$ cat config.mk
export PLATFORM = sky130hd
export DESIGN_NAME = fp_result_narrow
export DESIGN_NICKNAME = d
export VERILOG_FILES = /design/src/rtl/fp_result_narrow.sv
export SDC_FILE = /design/constraint.sdc
export NUM_CORES = 1
export LEC_CHECK = 0
export BUFFER_PORTS_ARGS = -buffer_cell sky130_fd_sc_hd__buf_2
export CAP_MARGIN = 20
export CORE_MARGIN = 5
export CORE_UTILIZATION = 31
export DETAILED_ROUTE_END_ITERATION = 8
export GPL_TIMING_DRIVEN = 0
export HOLD_SLACK_MARGIN = 0.12
export PLACE_DENSITY = 0.52
export SETUP_SLACK_MARGIN = 0.1
export SLEW_MARGIN = 20
export SYNTH_ARGS = -nofsm -noshare
export SYNTH_HDL_FRONTEND = slang
export SYNTH_SLANG_ARGS = --single-unit
$ cat constraint.sdc
create_clock -name clk -period 1.92 [get_ports clk]
set_input_delay 0.384 -clock clk [delete_from_list [all_inputs] [get_ports clk]]
set_output_delay 0.384 -clock clk [all_outputs]
set_load 0.1 [all_outputs]
$ cat src/rtl/fp_result_narrow.sv
// rtl/fp_result_narrow.sv - two-stage narrowing of divsqrt double results to NaN-boxed single
// S1 holds the raw result; S2 holds the packed word and narrowing flags that drive out_*.
module fp_result_narrow #(
  parameter int TAG_W  = 4,
  parameter bit NANBOX = 1'b1
) (
  input  logic             clk,
  input  logic             reset_n,
  input  logic             in_valid,
  output logic             in_ready,
  input  logic [63:0]      in_data,
  input  logic             in_p,
  input  logic [TAG_W-1:0] in_tag,
  output logic             out_valid,
  input  logic             out_ready,
  output logic [63:0]      out_data,
  output logic [TAG_W-1:0] out_tag,
  output logic             out_of,
  output logic             out_uf,
  output logic             out_nx
);

  logic             s1_valid_q, s1_valid_d;
  logic [63:0]      s1_data_q;
  logic             s1_p_q;
  logic [TAG_W-1:0] s1_tag_q;

  logic             s2_valid_q;
  logic [63:0]      s2_data_q, s2_data_d;
  logic [TAG_W-1:0] s2_tag_q;
  logic             s2_of_q, s2_uf_q, s2_nx_q;
  logic             s2_of_d, s2_uf_d, s2_nx_d;

  logic        s2_adv, s1_adv, accept;
  logic        sgn;
  logic [10:0] exp_d;
  logic [51:0] man;
  logic [7:0]  exp_s;
  logic [31:0] lo;
  logic        n_of, n_uf, n_nx;

  assign s2_adv   = ~s2_valid_q | out_ready;
  assign s1_adv   = s1_valid_q & s2_adv;
  assign in_ready = reset_n & (~s1_valid_q | s2_adv);
  assign accept   = in_valid & in_ready;

  always_comb begin
    s1_valid_d = s1_valid_q;
    if (accept)      s1_valid_d = 1'b1;
    else if (s1_adv) s1_valid_d = 1'b0;
  end

  // Single exponent rebias: e - 896, and 896 is 128 modulo 256.
  assign sgn   = s1_data_q[63];
  assign exp_d = s1_data_q[62:52];
  assign man   = s1_data_q[51:0];
  assign exp_s = exp_d[7:0] - 8'd128;

  always_comb begin
    lo   = {sgn, 31'b0};
    n_of = 1'b0;
    n_uf = 1'b0;
    n_nx = 1'b0;
    if (exp_d == 11'h7FF) begin
      lo = (man != 52'd0) ? 32'h7FC0_0000 : {sgn, 8'hFF, 23'b0};
    end else if (exp_d == 11'd0) begin
      n_uf = (man != 52'd0);
      n_nx = (man != 52'd0);
    end else if (exp_d > 11'd1150) begin
      lo   = {sgn, 8'hFF, 23'b0};
      n_of = 1'b1;
      n_nx = 1'b1;
    end else if (exp_d < 11'd897) begin
      n_uf = 1'b1;
      n_nx = 1'b1;
    end else begin
      lo   = {sgn, exp_s, man[51:29]};
      n_nx = |man[28:0];
    end
  end

  always_comb begin
    s2_data_d = s1_data_q;
    s2_of_d   = 1'b0;
    s2_uf_d   = 1'b0;
    s2_nx_d   = 1'b0;
    if (s1_p_q) begin
      s2_data_d = {{32{NANBOX}}, lo};
      s2_of_d   = n_of;
      s2_uf_d   = n_uf;
      s2_nx_d   = n_nx;
    end
  end

  always_ff @(posedge clk) begin
    if (!reset_n) begin
      s1_valid_q <= 1'b0;
      s1_data_q  <= '0;
      s1_p_q     <= 1'b0;
      s1_tag_q   <= '0;
      s2_valid_q <= 1'b0;
      s2_data_q  <= '0;
      s2_tag_q   <= '0;
      s2_of_q    <= 1'b0;
      s2_uf_q    <= 1'b0;
      s2_nx_q    <= 1'b0;
    end else begin
      s1_valid_q <= s1_valid_d;
      if (accept) begin
        s1_data_q <= in_data;
        s1_p_q    <= in_p;
        s1_tag_q  <= in_tag;
      end
      if (s2_adv) begin
        s2_valid_q <= s1_valid_q;
        if (s1_valid_q) begin
          s2_data_q <= s2_data_d;
          s2_tag_q  <= s1_tag_q;
          s2_of_q   <= s2_of_d;
          s2_uf_q   <= s2_uf_d;
          s2_nx_q   <= s2_nx_d;
        end
      end
    end
  end

  assign out_valid = s2_valid_q;
  assign out_data  = s2_data_q;
  assign out_tag   = s2_tag_q;
  assign out_of    = s2_of_q;
  assign out_uf    = s2_uf_q;
  assign out_nx    = s2_nx_q;

endmodule

==> qor.yml <==
status: "finished, violations left"
violations: "setup timing"
period_minus_slack_ps: 1930
overflow: 0
postSynth.asyncResetShare: 0
first_pass_iters: 5
antenna_found_initial: 0
tightestPinTransition_ps: 550
p_int_w: 0.00560
wl_per_cell_um: 17.6
synthFlopType: "dfxtp_1"
hold_viol: 0
first_global_vias: 5418
io_buffers: 145
most-common-layout-cells: "152 x nand2_1, 145 x buf_2, 131 x dfxtp_1, 73 x nand3_1, 60 x nor2_1"
synth_area_um2: 5660
max_clock_freq_mhz: 517
initial_utilization: 0.315
num_vias: 5378
p_comb_frac: 0.195
grt_start_max_net_pins: 17
peakVddDrop_v: 0.000657
nNetsFinal: 927
clock_path_buffers: 2
clk_pin_slew_worst_paths_ps: 60
avgSynthCellArea_um2: 8.38
final_common_cell: "nand2_1"
dp_worst_setup_slack_ps: -354
drv_cap: 0
p_sw_frac: 0.323
synth_seq_area_share: 0.502
rsz0062_at_grt: "yes"
drc: 0
grt_pass1_wl_um: 30100
clkSinkCount: 142
worstPathRequired_ps: 2230
fp-row-count: 49
htree_levels: 4
start_kind: "flop"
ys_warn_count: 0
fin_util: 0.423
grtUsageTotal: 0.181
via_per_inst: 4.91
cts_made_buffers: 17
place.gp.congestion: 0.756
timing.final.max_slew_violations: 0
period_share: 1.01
p_per_area_nw_per_um2: 1090
fin_ws_ps: -13.6
drt_iter0_markers: 305
wl_um: 19300
antenna-diode-count: 0
placeableCoreArea_um2: 18000
die_y_um: 145
synthCells: 676
drive_gt1_frac: 0.309
areaGrowthSynthToFinish_pct: 34.1
fin_skew_ps: 8.21
clock-root-buffer: "clkbuf_16"
min_path_type: "input pin to flop"
die_w_um: 145
synth_edf_count: 0
synth.distinct_cells: 40
cts_tree: "yes"
seqPwrFrac: 0.406
critPathCaptureType: "flop"
io_pins: 146
crit_fanout: 10
ys_ff_latch: 142
critPathKind: "flop to flop"
syn_nets: 749
p_leak_nw: 3.52
setup_viol: 1
crit_arrival_ps: 2240
clock_latency_ps: 420
dieArea_um2: 21100
power.switching_w: 0.00267
detailed_place_hpwl_um: 14400
cts_hold_buf: 0
max_slew_margin: 0.634
p_clk_frac: 0.399
postRouteAntennaNets: 0
-- cell usage after synthesis (2+ instances only) --
cell type	count	area, um^2
nor3_1	35	175
or3_1	6	37.5
a21oi_1	7	35.0
clkbuf_4	3	22.5
a221oi_2	20	300
nand3_1	73	365
and3_1	2	12.5
nand2_1	153	574
a31oi_1	2	12.5
nand4_1	6	37.5
a21boi_0	6	45.0
a221oi_1	2	17.5
nor2_1	60	225
nor3b_1	32	240
o21ai_0	32	160
or4_1	2	15.0
dfxtp_1	142	2840
a41o_1	2	20.0
buf_6	2	22.5
o31a_1	2	17.5
nor4_1	12	75.1
buf_2	5	25.0
o211ai_1	8	60.1
clkbuf_1	44	165
nor2b_1	3	18.8
-- critical path, stage by stage (launching register included) --
cell	delay, ps
dfxtp_4	350
or4_4	560
nor2_4	170
nor4b_4	60
buf_4	180
buf_6	160
a221oi_2	270
nor2_1	80
-- cells by family after synthesis --
family                 after synthesis  share of synthesized area
buffers and inverters               57                     0.0442
multiplexers                         1                    0.00177
AND/OR/NAND/NOR                    389                      0.323
AO/OA/AOI/OAI                       87                      0.129
flip-flops                         142                      0.502
-- state kept, by name, indices dropped and copies added (netlist names), 4 cells and up --
register	flops
s1_data_q	64
out_data	64
s1_tag_q	4
out_tag	4
-- power groups by stage --
stage / Clock [W] / Combinational, W / Sequential, W
after CTS: 0.00335 / 0.00159 / 0.00335
final: 0.00330 / 0.00161 / 0.00336
after global routing: 0.00349 / 0.00172 / 0.00338
after detailed placement: 0 / 0.00157 / 0.00341
after floorplan: 0 / 0.000509 / 0.00406
after global placement: 0 / 0.00156 / 0.00341
-- area by class of cell --
type                       count  area (um^2)
fill                        1869        10400
inverter                       1         3.75
clock inverter                10          111
multi-input combinational    477         2660
buffer                        56          339
tap                          229          287
timing repair buffer         159          837
clock buffer                  22          484
sequential                   142         2870
-- metal layers --
layer | routed length (um) | vias to the layer above | GRT usage
met5 | 0 | - | 0
met2 | 8810 | 137 | 0.285
met4 | 338 | 0 | 0.0588
li1 | - | 2717 | -
met3 | 872 | 20 | 0.0412
met1 | 9280 | 2504 | 0.246
-- path summary, 6_finish.rpt --
check	startpoint	endpoint	slack [ps]	cells after the start
max	s1_data_q[58]	out_data[11]	-10	7
min	in_tag[1]	s1_tag_q[1]	140	3
max reg2reg	s1_data_q[58]	out_data[11]	-10	7
min reg2reg	s1_tag_q[2]	s1_tag_q[2]	450	2
-- what timing repair did --
item,in CTS,in global routing
endpoints found under the setup margin,76,114
gates resized for setup,13,40
pin swaps,10,21
setup buffers,6,11
-- per-stage QoR --
stage                     cell area [um^2]  total power (W)  TNS [ps]  hold WS, ps  instances
after global placement                6760          0.00497    -21080          447       1050
after floorplan                       5750          0.00457      -448          434        676
after CTS                             7430          0.00829         0          131       1087
after global routing                  7590          0.00859      -337          137       1096
after detailed placement              6760          0.00497    -21530          449       1050
final                                 7590          0.00827     -13.6          144       1096
Power figures use the tool's default switching activity.
